**src/rtl/uart_transmitter_if.sv**
```systemverilog
//==============================================================================
// uart_transmitter_if: byte valid/ready handshake into the UART transmitter.
//==============================================================================
`default_nettype none

interface uart_transmitter_if;
  logic [7:0] data_i;
  logic       data_valid_i;
  logic       data_ready_o;

  modport master (
    output data_i,
    output data_valid_i,
    input  data_ready_o
  );

  modport slave (
    input  data_i,
    input  data_valid_i,
    output data_ready_o
  );
endinterface

`default_nettype wire

```
**src/rtl/uart_transmitter.sv**
```systemverilog
//==============================================================================
// uart_transmitter: FIFO-buffered 8N1 serialiser, LSB first.  Rev 1.0
//==============================================================================
`default_nettype none

module uart_transmitter #(
  parameter int CLK_FREQ     = 1_000_000_000,
  parameter int BAUD_RATE    = 100_000_000,
  parameter int CLK_PER_BAUD = CLK_FREQ / BAUD_RATE,
  parameter int FIFO_DEPTH   = 4
) (
  input  logic                clk_i,
  input  logic                arstn_i,
  uart_transmitter_if.slave   byte_if,
  output logic                tx_o,
  output logic                busy_o
);

  localparam int PTR_W  = $clog2(FIFO_DEPTH);
  localparam int CNT_W  = PTR_W + 1;
  localparam int BAUD_W = (CLK_PER_BAUD > 1) ? $clog2(CLK_PER_BAUD) : 1;

  localparam logic [BAUD_W-1:0] BAUD_LAST = BAUD_W'(CLK_PER_BAUD - 1);
  localparam logic [CNT_W-1:0]  FIFO_FULL = CNT_W'(FIFO_DEPTH);

  typedef enum logic [1:0] {
    IDLE  = 2'd0,
    START = 2'd1,
    DATA  = 2'd2,
    STOP  = 2'd3
  } state_t;

  state_t            state;
  logic [7:0]        fifo_mem [FIFO_DEPTH];
  logic [PTR_W-1:0]  wr_ptr;
  logic [PTR_W-1:0]  rd_ptr;
  logic [CNT_W-1:0]  fifo_cnt;
  logic [7:0]        shift_reg;
  logic [BAUD_W-1:0] baud_cnt;
  logic [2:0]        bit_cnt;

  logic full;
  logic empty;
  logic push;
  logic pop;
  logic baud_last;

  assign full      = (fifo_cnt == FIFO_FULL);
  assign empty     = (fifo_cnt == '0);
  assign baud_last = (baud_cnt == BAUD_LAST);
  // Pushes are gated by full alone, so a pop on a full FIFO never admits a push.
  assign push      = byte_if.data_valid_i && !full;
  assign pop       = !empty && ((state == IDLE) || ((state == STOP) && baud_last));

  assign byte_if.data_ready_o = !full;
  assign busy_o               = (state != IDLE) || !empty;

  always_ff @(posedge clk_i) begin
    if (push) begin
      fifo_mem[wr_ptr] <= byte_if.data_i;
    end
  end

  always_ff @(posedge clk_i or negedge arstn_i) begin
    if (!arstn_i) begin
      wr_ptr   <= '0;
      rd_ptr   <= '0;
      fifo_cnt <= '0;
    end else begin
      if (push) begin
        wr_ptr <= wr_ptr + 1'b1;
      end
      if (pop) begin
        rd_ptr <= rd_ptr + 1'b1;
      end
      case ({push, pop})
        2'b10:   fifo_cnt <= fifo_cnt + 1'b1;
        2'b01:   fifo_cnt <= fifo_cnt - 1'b1;
        default: fifo_cnt <= fifo_cnt;
      endcase
    end
  end

  always_ff @(posedge clk_i or negedge arstn_i) begin
    if (!arstn_i) begin
      state     <= IDLE;
      tx_o      <= 1'b1;
      shift_reg <= '0;
      baud_cnt  <= '0;
      bit_cnt   <= '0;
    end else begin
      case (state)
        IDLE: begin
          tx_o <= 1'b1;
          if (pop) begin
            shift_reg <= fifo_mem[rd_ptr];
            tx_o      <= 1'b0;
            baud_cnt  <= '0;
            state     <= START;
          end
        end

        START: begin
          if (baud_last) begin
            baud_cnt <= '0;
            tx_o     <= shift_reg[0];
            bit_cnt  <= '0;
            state    <= DATA;
          end else begin
            baud_cnt <= baud_cnt + 1'b1;
          end
        end

        DATA: begin
          if (baud_last) begin
            baud_cnt <= '0;
            if (bit_cnt == 3'd7) begin
              tx_o  <= 1'b1;
              state <= STOP;
            end else begin
              shift_reg <= shift_reg >> 1;
              tx_o      <= shift_reg[1];
              bit_cnt   <= bit_cnt + 1'b1;
            end
          end else begin
            baud_cnt <= baud_cnt + 1'b1;
          end
        end

        STOP: begin
          if (baud_last) begin
            baud_cnt <= '0;
            // Chain straight into the next start bit when a byte is waiting.
            if (pop) begin
              shift_reg <= fifo_mem[rd_ptr];
              tx_o      <= 1'b0;
              state     <= START;
            end else begin
              state <= IDLE;
            end
          end else begin
            baud_cnt <= baud_cnt + 1'b1;
          end
        end

        default: begin
          tx_o  <= 1'b1;
          state <= IDLE;
        end
      endcase
    end
  end

endmodule

`default_nettype wire

```
**src/flat_wrapper.sv**
```systemverilog
// flat-port wrapper written by rule: the top's interface ports become plain ports
module uart_transmitter_flat 
#(
  parameter int CLK_FREQ     = 1_000_000_000,
  parameter int BAUD_RATE    = 100_000_000,
  parameter int CLK_PER_BAUD = CLK_FREQ / BAUD_RATE,
  parameter int FIFO_DEPTH   = 4
)
  (clk_i, arstn_i, tx_o, busy_o, byte_if_data_i, byte_if_data_valid_i, byte_if_data_ready_o);
  uart_transmitter_if byte_if_i ();
  input  logic clk_i;
  input  logic arstn_i;
  output logic tx_o;
  output logic busy_o;
  input wire logic [$bits(byte_if_i.data_i)-1:0] byte_if_data_i;
  input wire logic [$bits(byte_if_i.data_valid_i)-1:0] byte_if_data_valid_i;
  output wire logic [$bits(byte_if_i.data_ready_o)-1:0] byte_if_data_ready_o;
  assign byte_if_i.data_i = byte_if_data_i;
  assign byte_if_i.data_valid_i = byte_if_data_valid_i;
  assign byte_if_data_ready_o = byte_if_i.data_ready_o;
  uart_transmitter #(.CLK_FREQ(CLK_FREQ), .BAUD_RATE(BAUD_RATE), .CLK_PER_BAUD(CLK_PER_BAUD), .FIFO_DEPTH(FIFO_DEPTH)) u_core (.clk_i(clk_i), .arstn_i(arstn_i), .byte_if(byte_if_i), .tx_o(tx_o), .busy_o(busy_o));
endmodule
```
**config.mk**
```make
export PLATFORM = sky130hd
export DESIGN_NAME = uart_transmitter_flat
export DESIGN_NICKNAME = d
export VERILOG_FILES = /design/src/rtl/uart_transmitter_if.sv /design/src/rtl/uart_transmitter.sv /design/src/flat_wrapper.sv
export SDC_FILE = /design/constraint.sdc
export NUM_CORES = 1
export LEC_CHECK = 0
export CORE_ASPECT_RATIO = 1.75
export CORE_UTILIZATION = 53
export CTS_CLUSTER_DIAMETER = 150
export DETAILED_ROUTE_END_ITERATION = 16
export PLACE_DENSITY = 0.83
export SLEW_MARGIN = 5
export SYNTH_ARGS = -nofsm -noshare
export SYNTH_HDL_FRONTEND = slang
export SYNTH_SLANG_ARGS = --single-unit
```
**constraint.sdc**
```tcl
create_clock -name clk_i -period 3.55 [get_ports clk_i]
set_clock_uncertainty 0.15 [all_clocks]
set_input_delay 0.71 -clock clk_i [delete_from_list [all_inputs] [get_ports clk_i]]
set_output_delay 0.71 -clock clk_i [all_outputs]
set_load 0.01 [all_outputs]
```
---- Word level (Yosys, flattened, before mapping) ----
Memories as Yosys holds them, arrays and structs flattened.
Cells that the tools add are included.
storage, ports and cells
  register bits after elaboration ......... 25
  RAM bits ................................ 32
  input bits .............................. 11
  output and inout port bits .............. 3
  logic and storage cells ................. 77
  memories kept ........................... 1
memory list
  name             words  bits a word  rd ports  clocked after Yosys merged registers in  write ports  RTL line                text
  u_core.fifo_mem  4      8            1         0                                        1            uart_transmitter.sv:34  logic [7:0] fifo_mem [FIFO_DEPTH];
operators by class
  add/subtract/negate cells ............... 6
  eq/ne operators ......................... 15
  multiplexer cells ....................... 29
  reduce and logical (&&, ||, !) cells .... 18
operator list
  cell                   count
  $mux W8                4
  $pmux W8 S3            1
  $ne A2 B1 Y1 const B   6
  $pmux W3 S2            2
  $reduce_and A4 Y1      3
  $mux W2                5
  $mux W1                9
  $mux W3                3
  $mux W4                2
  $pmux W2 S4            1
  $pmux W4 S2            1
  $add A3 B1 Y3 const B  2
  $eq A2 B2 Y1 const B   3
  $eq A3 B3 Y1 const B   2
  $reduce_bool A2 Y1     3
  $reduce_and A5 Y1      1
  $add A2 B1 Y2 const B  2
  $add A4 B1 Y4 const B  1
  $eq A2 B1 Y1 const B   2
  $eq A4 B4 Y1 const B   1
  $pmux W1 S4            1
  $logic_and A1 B1 Y1    3
  $logic_not A3 Y1       1
  $reduce_bool A3 Y1     1
  6 further kinds        8

---- Logic depth before layout (Yosys ltp) ----
Gate-level depths: netlist of run 1.
  word-level depth ........................ 7
  depth in mapped cells ................... 9
  mapped depth without buffers ............ 9

---- Least setup slack after synthesis of run 1 ----
No wires, ideal clock.
  path kind ............................... register -> register
  from .................................... reg u_core.state[1]
  to ...................................... reg u_core.fifo_cnt[1]
  setup time .............................. 125 ps
  arrival time ............................ 2162 ps
  required time ........................... 3275 ps
  slack ................................... 1113 ps
  cell stages (with the launch flop) ...... 8
  path buffers ............................ 0
  clock period less this slack ............ 2437 ps
  cells stage by stage .................... dfrtp_1 -> inv_1 -> ha_1 -> inv_1 -> a211oi_1 -> ha_1 -> fa_1 -> mux2_2
between the ends
  word-level cells in the longest chain between the ends .. 6
  elaborated cells between the ends (all ways) .. 9
  classes of those cells .................. eq/ne (3); mux (1); reduce/logical (5)
RTL lines
  item                                                      RTL line                 text
  start, declared                                           uart_transmitter.sv:33   state_t state;
  start signal, assigned                                    uart_transmitter.sv:86   state <= IDLE;
  start signal, assigned                                    uart_transmitter.sv:99   state <= START;
  start signal, assigned                                    uart_transmitter.sv:108  state <= DATA;
  $eq A2 B2 Y1                                              uart_transmitter.sv:53   assign pop = !empty && ((state == IDLE) || ((state == STOP) && baud_last));
  $logic_and A1 B1 Y1                                       uart_transmitter.sv:53
  $logic_or A1 B1 Y1 (*)                                    uart_transmitter.sv:53
  $logic_and A1 B1 Y1 (*)                                   uart_transmitter.sv:53
  net u_core.pop                                            uart_transmitter.sv:45   logic pop;
  $eq A2 B1 Y1 / $eq A2 B2 Y1 (equally long branches)       uart_transmitter.sv:76   case ({push, pop})
  $pmux W3 S2 / $reduce_bool A2 Y1 (equally long branches)  -
  end signal, assigned                                      uart_transmitter.sv:77   2'b10: fifo_cnt <= fifo_cnt + 1'b1;
  end signal, assigned                                      uart_transmitter.sv:78   2'b01: fifo_cnt <= fifo_cnt - 1'b1;
  end signal, assigned                                      uart_transmitter.sv:79   default: fifo_cnt <= fifo_cnt;
  end, declared                                             uart_transmitter.sv:37   logic [CNT_W-1:0] fifo_cnt;
Mark *: on every way through the listed nets, which the timed path passes. The rest lies on a longest branch.
A chain may end at the register's enable or synchronous reset.

---- Final worst setup path of run 1 ----
  from .................................... reg u_core.state[1]
  to ...................................... out busy_o
between the ends
  word-level cells in the longest chain between the ends .. 2
RTL lines
  item                RTL line                text
  $reduce_bool A2 Y1  uart_transmitter.sv:56  assign busy_o = (state != IDLE) || !empty;
  $logic_or A1 B1 Y1  uart_transmitter.sv:56
  end, declared       flat_wrapper.sv:14      output logic busy_o;
Every way passes these cells.

==> flow_summary.toml, run 1 <==
[run_status]
status = "finished clean"

[die]
initial_utilization_pct = 56.39
die_w_um = 55.73
chipHeight_um = 96.03
std_cell_rows = 33
core_mm2 = 0.004748
ios = 14
die-area_mm2 = 0.005351

[cts]
cts_setup_buffers = 0
clock_latency_ps = 330
clock-sinks = 57
clockBufferDepth = 2
cts_buffers = 9
clock-root-buffer = "clkbuf_8"
holdBufCountCts = 0
clk_pin_slew_ps = 60
cts_tree = "yes"
htree_levels = 3
cts_resized = 0

[synthesis]
yosys.area.top_type = "edfxtp_1"
syn_inst = 188
avgSynthCellArea_um2 = 14.24
synth_top_area_share_pct = 35.89
synth_cell_types = 39
synth-seq-cells = 57
ys.flop_type = "edfxtp_1"
yosysWarnings = 0
seq_area_frac_synth_pct = 59.30
ys_top_cells_by_area = "edfxtp_1 36%, dfrtp_1 22%, mux4_2 6.7%"
synth_edf_count = 32
ys_async_sr_fraction_pct = 43.86
synth_fp_nets = 213
syn_area_mm2 = 0.002678

[cells_and_area]
postLayoutCoreUtil_pct = 65.03
nets = 234
antenna_cells = 0
fillers = 340
drive_gt1_share_pct = 21.03
area_growth_pct = 15.33
largest_reg_flops = 32
finalNonFillerCells = 266

[pwr]
p_clk_share_pct = 24.1
power_frac_seq_pct = 41.0
p_int_mw = 1.842
combPwrFrac_pct = 34.9
switchingPower_mw = 0.8992
p_sw_share_pct = 32.80
leakagePower_nw = 1.206
total_power_mw = 2.742
vdd_ir_drop_max_mv = 0.5972
p_per_area_mw_per_mm2 = 887.8

[sta]
rsz0062_at_grt = "false"
maxSlewViolCount = 0
final_hold_viol_count = 0
slew_headroom_pct = 54.75
period_share_pct = 84.67
setup_violations = 0
fmax_ghz = 0.3327
finalCriticalPeriod_ps = 3006
worstMarginPinSlew_ps = 678.8
setup_tns_ps = 0

[global_routing]
grt_pass1_wl_um = 7596
grt_pass1_vias = 1636
antenna_found_initial = 0
grt_max_degree = 26
grt_usage_pct = 19.45
gr-total-overflow = 0

[place]
place.gp.congestion = 0.8297
hpwl_um = 3056
numPortBuffers = 13
dp.cells = 250

[critical_path]
critical_path_class = "register to output port"
crit_arrival_ps = 2150
cp-start-kind = "register"
cp.required_ps = 2690
r2r_slack_ps = 950
r2r-start = "u_core.state[0]"
crit_fanout = 8
crit_start = "u_core.state[1]"
endpoint_kind = "output port"

[drt]
final_antenna_net_count = 0
viasPerCell = 5.880
via_count = 1564
firstDrtPassIters = 4
drc = 0
drt_wl_total_um = 4427
drtIter0Drc = 67
routedWlPerCell_um = 16.64

[min_path]
min_from = "u_core.shift_reg[0]"
hp-class = "register to register"

[run]
max_cap_viol_count = 0
[cells in the final DEF, fill, tap and decap left out, types with 8 or more instances in the layout]
| master | n |
|---|---|
| o21ai_0 | 12 |
| mux4_2 | 8 |
| clkdlybuf4s50_1 | 13 |
| ha_1 | 13 |
| dfrtp_1 | 24 |
| nand2_1 | 11 |
| mux2_2 | 15 |
| clkbuf_8 | 9 |
| edfxtp_1 | 32 |
| inv_1 | 10 |
[path summary, 6_finish.rpt]
check / depth (start not counted) / to
worst min-delay path: 1 / u_core.shift_reg[0]
worst min register to register: 1 / u_core.shift_reg[0]
min in group asynchronous: 2 / u_core.baud_cnt[2]
max in group asynchronous: 2 / u_core.tx_o
worst max register to register: 10 / u_core.fifo_cnt[2]
worst max-delay path: 6 / busy_o
[per-layer routing]
metal | vias up | global-route usage (%) | wire length, um
met5 | - | 0 | 0
met4 | 0 | 11.88 | 123
met3 | 13 | 5.645 | 135
met2 | 35 | 34.14 | 2369
met1 | 769 | 20.53 | 1798
li1 | 747 | - | -
[final cells by class]
cell class | instances | area [um^2] | share of cell area, %
Sequential cell | 57 | 1588 | 51.42
Multi-Input combinational cell | 114 | 1020 | 33.02
Timing Repair Buffer | 17 | 160.2 | 5.186
Clock buffer | 9 | 123.9 | 4.011
Clock inverter | 7 | 93.84 | 3.039
Tap cell | 52 | 65.06 | 2.107
Inverter | 10 | 37.54 | 1.216
[kinds of logic (layout without fill, tap and decap cells)]
family          count (synthesis)  after routing  synth area share [%]
xor+xnor                        6              6                 1.963
simple gates                   34             34                 6.869
buf+inv                        17             43                 2.617
fa+ha+maj                      14             14                 6.823
flops                          57             57                 59.30
mux                            24             24                 13.46
compound gates                 36             36                 8.973
[critical path, stage by stage (launching register included)]
cell and delay [ps]:
dfrtp_1 420, inv_1 160, ha_1 300, nor4b_2 230, buf_4 180, inv_1 60
clkdlybuf4s50_1 470
[synthesized netlist by cell type (3+ instances only)]
cell,number
dfrtp_1,24
ha_1,13
mux2_2,15
inv_1,10
mux4_2,8
a22o_1,3
a21oi_1,7
o21ai_0,12
a211oi_1,3
edfxtp_1,32
nor3_1,3
nor2_1,7
and3_1,4
xnor2_1,4
nand2_1,11
clkbuf_1,4
[through the flow]
step	instance area (um^2)	hold WS, ps	worst slack [ps]
after global placement	2870	334.7	808.3
after CTS	3088	362.2	531.7
after floorplan	2678	264.4	1113
after global routing	3088	384.2	444.5
final	3088	358.1	544.3
after detailed placement	2870	346.9	745.1
[power groups by stage]
stage	Sequential, mW	Combinational, mW	Clock (mW)
2_1_floorplan	1.04	0.823	0
3_3_place_gp	1.12	0.935	0
3_5_place_dp	1.14	0.962	0
4_1_cts	1.13	0.970	0.674
5_1_grt	1.16	1.08	0.703
6_report	1.12	0.958	0.660
Power figures use the tool's default switching activity.
==> run 2, diff against run 1 <==
==> constraint.sdc (replaced) <==
create_clock -name clk_i -period 2.9 [get_ports clk_i]
set_clock_uncertainty 0.15 [all_clocks]
set_input_delay 0.58 -clock clk_i [delete_from_list [all_inputs] [get_ports clk_i]]
set_output_delay 0.58 -clock clk_i [all_outputs]
set_load 0.01 [all_outputs]
==> run 2 against run 1 <==
Against the previous run: combinational power rose by 26%; routed wire length rose by 0.97%; largest cell class unchanged; cell count rose by 0.75%; non-clock buffer count rose by 2.
==> flow_summary.toml, run 2 (synthesis results as in run 1) <==
[pwr]
leakagePower_nw = 1.214
vdd_ir_drop_max_mv = 0.7458
p_per_area_mw_per_mm2 = 1094

[critical_path]
r2r-start = "u_core.state[1]"
cp_common_cell = "inv_1"
critPathMaxStageDelay_ps = 490
crit_path_top_delay_cell = "clkdlybuf4s50_1"
cp-start-kind = "register"
reg2reg_to = "u_core.fifo_cnt[1]"
crit_arrival_ps = 2010
path_cells = "inv_1, ha_4, nor4b_2, inv_1, clkdlybuf4s50_1"
endpoint_kind = "output port"
critical_path_class = "register to output port"
cp.required_ps = 2170
r2r_slack_ps = 470
crit_fanout = 7
reg2reg_depth = 7

[drt]
via_count = 1548
routedWlPerCell_um = 16.68
firstDrtPassIters = 4
final_antenna_net_count = 0
drt_wl_total_um = 4470
viasPerCell = 5.776
drtIter0Drc = 57
drc = 0

[cells_and_area]
multi_input_area_mm2 = 0.001032
area_growth_pct = 16.64
antenna_cells = 0
final_common_cell = "edfxtp_1"
regArea_mm2 = 0.001588
nets = 236
drive_gt1_share_pct = 22.69
fillers = 327
layout_common_cells = "32 x edfxtp_1, 24 x dfrtp_1, 15 x mux2_2, 13 x clkdlybuf4s50_1"
largest_reg_flops = 32
design_area_mm2 = 0.003123

[min_path]
hp-class = "register to register"
whs_endpoint = "u_core.shift_reg[5]"
min_from = "u_core.shift_reg[5]"
whs_path_depth = 1

[sta]
slew_headroom_pct = 61.06
setup_violations = 0
maxSlewViolCount = 0
rsz0062_at_grt = "false"
fmax_ghz = 0.3655
setup_tns_ps = 0
final_hold_viol_count = 0
worstMarginPinSlew_ps = 584.1
period_share_pct = 94.35
finalCriticalPeriod_ps = 2736

[cts]
clockBufferDepth = 2
cts_tree = "yes"
clock_latency_ps = 340
clock-root-buffer = "clkbuf_8"
clock-sinks = 57
cts_buffers = 9
htree_levels = 3
clk_pin_slew_ps = 70

[global_routing]
gr-total-overflow = 0
grt_usage_pct = 19.57
antenna_found_initial = 0
grt_max_degree = 26
grt_pass1_vias = 1614
grt_pass1_wl_um = 7541

[place]
numPortBuffers = 13
placed_area_mm2 = 0.002885
hpwl_um = 3143
place.gp.congestion = 0.8304

[die]
die_w_um = 55.73
core_mm2 = 0.004748
chipHeight_um = 96.03
ios = 14
die-area_mm2 = 0.005351
std_cell_rows = 33
initial_utilization_pct = 56.39

[run]
max_cap_viol_count = 0

[run_status]
status = "finished clean"
-- run 2: cell types whose count changed in the layout (fill, tap and decap cells not counted), sizes merged --
cell      previous run  this run
clkinvlp             1         2
clkinv               3         1
inv                 11        12
buf                  4         6
-- run 2: cell type report --
type / instances / share of cell area [%]
flip-flops and latches: 57 / 50.84
clock inverters: 7 / 3.245
multi-input cells: 114 / 33.05
inverters: 10 / 1.202
repair buffers: 19 / 5.609
clock buffers: 9 / 3.966
well taps: 52 / 2.083
-- run 2: per-layer routing --
layer,GRT usage (%),vias up,wire [um]
met3,6.183,8,160
met4,11.46,0,95
met1,21.08,753,1766
li1,-,749,-
met2,33.73,38,2447
met5,0,-,0
-- run 2: repair_timing --
item	CTS	global route
hold buffers	0	0
buffers inserted	0	0
setup endpoints to repair	0	1
resized for setup	0	2
-- run 2: worst max-delay path by stage --
stage	slack [ps]	from	endpoint	depth (start not counted)
after floorplan	460	u_core.state[1]	u_core.fifo_cnt[1]	7
after global placement	290	byte_if_data_valid_i	u_core.fifo_cnt[2]	8
after detailed placement	220	byte_if_data_valid_i	u_core.fifo_cnt[2]	8
after CTS	30	u_core.state[1]	busy_o	5
after global routing	50	u_core.state[1]	busy_o	5
final	160	u_core.state[1]	busy_o	5
-- run 2: critical path, delay by kind of cell (launching register included) --
kind,cells,cell delay (ps)
adders and majority gates,1,200
and+or+nand+nor,1,250
buffers and inverters,3,800
DFF,1,420
-- run 2: metrics by stage --
stage | util (%) | power (mW) | hold slack [ps] | worst slack [ps] | instances
floorplan | - | 2.282 | 134.4 | 463.3 | 188
global placement | 60.76 | 2.531 | 333.6 | 294.8 | 252
detailed placement | 60.76 | 2.596 | 344.8 | 217.7 | 252
CTS | 65.51 | 3.431 | 364.1 | 25.79 | 268
global route | 65.77 | 3.651 | 389.3 | 51.60 | 268
finish | 65.77 | 3.417 | 359.4 | 163.7 | 268
-- run 2: power by group --
part / leakage, nW / switching [mW] / internal [mW] / total (mW)
logic: 0.512 / 0.554 / 0.656 / 1.21
clock network: 0.106 / 0.339 / 0.490 / 0.829
registers: 0.596 / 0.241 / 1.14 / 1.38
==> run 3, diff against run 2 <==
--- a/config.mk
+++ b/config.mk
@@ -5,7 +5,6 @@
 export SDC_FILE = /design/constraint.sdc
 export NUM_CORES = 1
 export LEC_CHECK = 0
-export CORE_ASPECT_RATIO = 1.75
 export CORE_UTILIZATION = 53
 export CTS_CLUSTER_DIAMETER = 150
 export DETAILED_ROUTE_END_ITERATION = 16
==> run 3 against run 2 <==
Against the previous run: non-clock buffer count is the same; setup slack lost 38 ps; cell count grew 5.6%; clock power shrank 3.3%; largest cell class unchanged; cell area is essentially flat; register-to-register slack lost 130 ps; critical path depth is the same; sequential power is essentially flat; largest power group unchanged.
==> flow_summary.toml, run 3 (synthesis results as in run 1) <==
[min_path]
whs_endpoint = "u_core.shift_reg[2]"
hp-class = "register to register"
whs_path_depth = 1
min_from = "u_core.shift_reg[2]"

[pwr]
total_power_mw = 3.363
vdd_ir_drop_max_mv = 0.4959
leakagePower_nw = 1.212
p_per_area_mw_per_mm2 = 1076

[run_status]
status = "finished clean"

[cts]
cts_buffers = 9
clock-sinks = 57
clk_pin_slew_ps = 70
cts_tree = "yes"
clockBufferDepth = 2
holdBufCountCts = 0
htree_levels = 3
clock-root-buffer = "clkbuf_8"
clock_latency_ps = 320

[global_routing]
grt_pass1_vias = 1547
grt_max_degree = 18
grt_pass1_wl_um = 7272
grt_usage_pct = 19.18
antenna_found_initial = 0
gr-total-overflow = 0

[drt]
drtIter0Drc = 64
drt_wl_total_um = 4250
via_count = 1558
final_antenna_net_count = 0
routedWlPerCell_um = 15.02
viasPerCell = 5.505
firstDrtPassIters = 4
drc = 0

[sta]
period_share_pct = 95.67
setup_ws_ps = 125.7
worstMarginPinSlew_ps = 552.7
rsz0062_at_grt = "false"
fmax_ghz = 0.3604
slew_headroom_pct = 63.15
setup_violations = 0
final_hold_viol_count = 0
maxSlewViolCount = 0
whs_ps = 354.5
setup_tns_ps = 0
finalCriticalPeriod_ps = 2774

[critical_path]
critical_path_class = "register to output port"
reg2reg_depth = 7
crit_arrival_ps = 2040
crit_fanout = 7
r2r-start = "u_core.state[1]"
cp-start-kind = "register"
reg2reg_to = "u_core.fifo_cnt[1]"
cp.required_ps = 2170
r2r_slack_ps = 340
endpoint_kind = "output port"

[cells_and_area]
regArea_mm2 = 0.001588
largest_reg_flops = 32
postLayoutCoreUtil_pct = 65.28
area_growth_pct = 16.68
final_common_cell = "edfxtp_1"
fillers = 370
drive_gt1_share_pct = 22.69
antenna_cells = 0
multi_input_area_mm2 = 0.001022
nets = 236
layout_common_cells = "32 x edfxtp_1, 24 x dfrtp_1, 15 x mux2_2, 13 x clkdlybuf4s50_1"

[place]
hpwl_um = 2966
numPortBuffers = 13
dp_slack_ps = 173.0
place.gp.congestion = 0.8042

[die]
chipHeight_um = 73.08
die-area_mm2 = 0.005340
initial_utilization_pct = 55.95
core_mm2 = 0.004786
std_cell_rows = 25
ios = 14
die_w_um = 73.08

[run]
max_cap_viol_count = 0
[run 3: cell count changes in the layout (fill, tap and decap cells not counted), sizes merged]
cell,before,now
clkinv,1,2
inv,12,11
[run 3: metal layers]
layer	vias up	wire, um	track usage [%]
li1	752	-	-
met1	764	1983	25.02
met2	31	1990	28.50
met3	11	141	4.972
met4	0	135	12.42
met5	-	0	0
[run 3: timing repair]
item                                    in CTS  in global routing
setup buffers                                0                  0
resized for setup                            0                  1
endpoints found under the setup margin       0                  1
hold endpoints to repair                     0                  0
[run 3: how the worst max path moves through the flow]
stage	endpoint	start	cells past startpoint
global route	busy_o	u_core.state[1]	5
detailed placement	u_core.fifo_cnt[2]	byte_if_data_valid_i	8
global placement	u_core.fifo_cnt[2]	byte_if_data_valid_i	8
floorplan	u_core.fifo_cnt[1]	u_core.state[1]	7
CTS	busy_o	u_core.state[1]	5
finish	busy_o	u_core.state[1]	5
[run 3: area by class of cell]
type                       count  share of cell area, %
clock buffer                   9                  3.965
clock inverter                 7                  3.004
inverter                      10                  1.201
multi-input combinational    114                  32.72
timing repair buffer          19                  5.607
sequential                    57                  50.82
tap                           67                  2.683
[run 3: per-stage QoR]
stage / std cells / instance area (um^2)
2_1_floorplan: 188 / 2678
3_3_place_gp: 267 / 2904
3_5_place_dp: 267 / 2904
4_1_cts: 283 / 3122
5_1_grt: 283 / 3124
6_report: 283 / 3124
[run 3: critical path, cell delays in order, from the launching register on]
cell and delay (ps):
dfrtp_1 420, inv_1 160, ha_2 270, nor4b_2 280, inv_1 100, clkdlybuf4s50_1 480
[run 3: report_power, final]
part / internal (mW) / total [mW] / switching (mW)
combinational: 0.648 / 1.19 / 0.544
sequential: 1.14 / 1.37 / 0.231
clock: 0.483 / 0.802 / 0.319
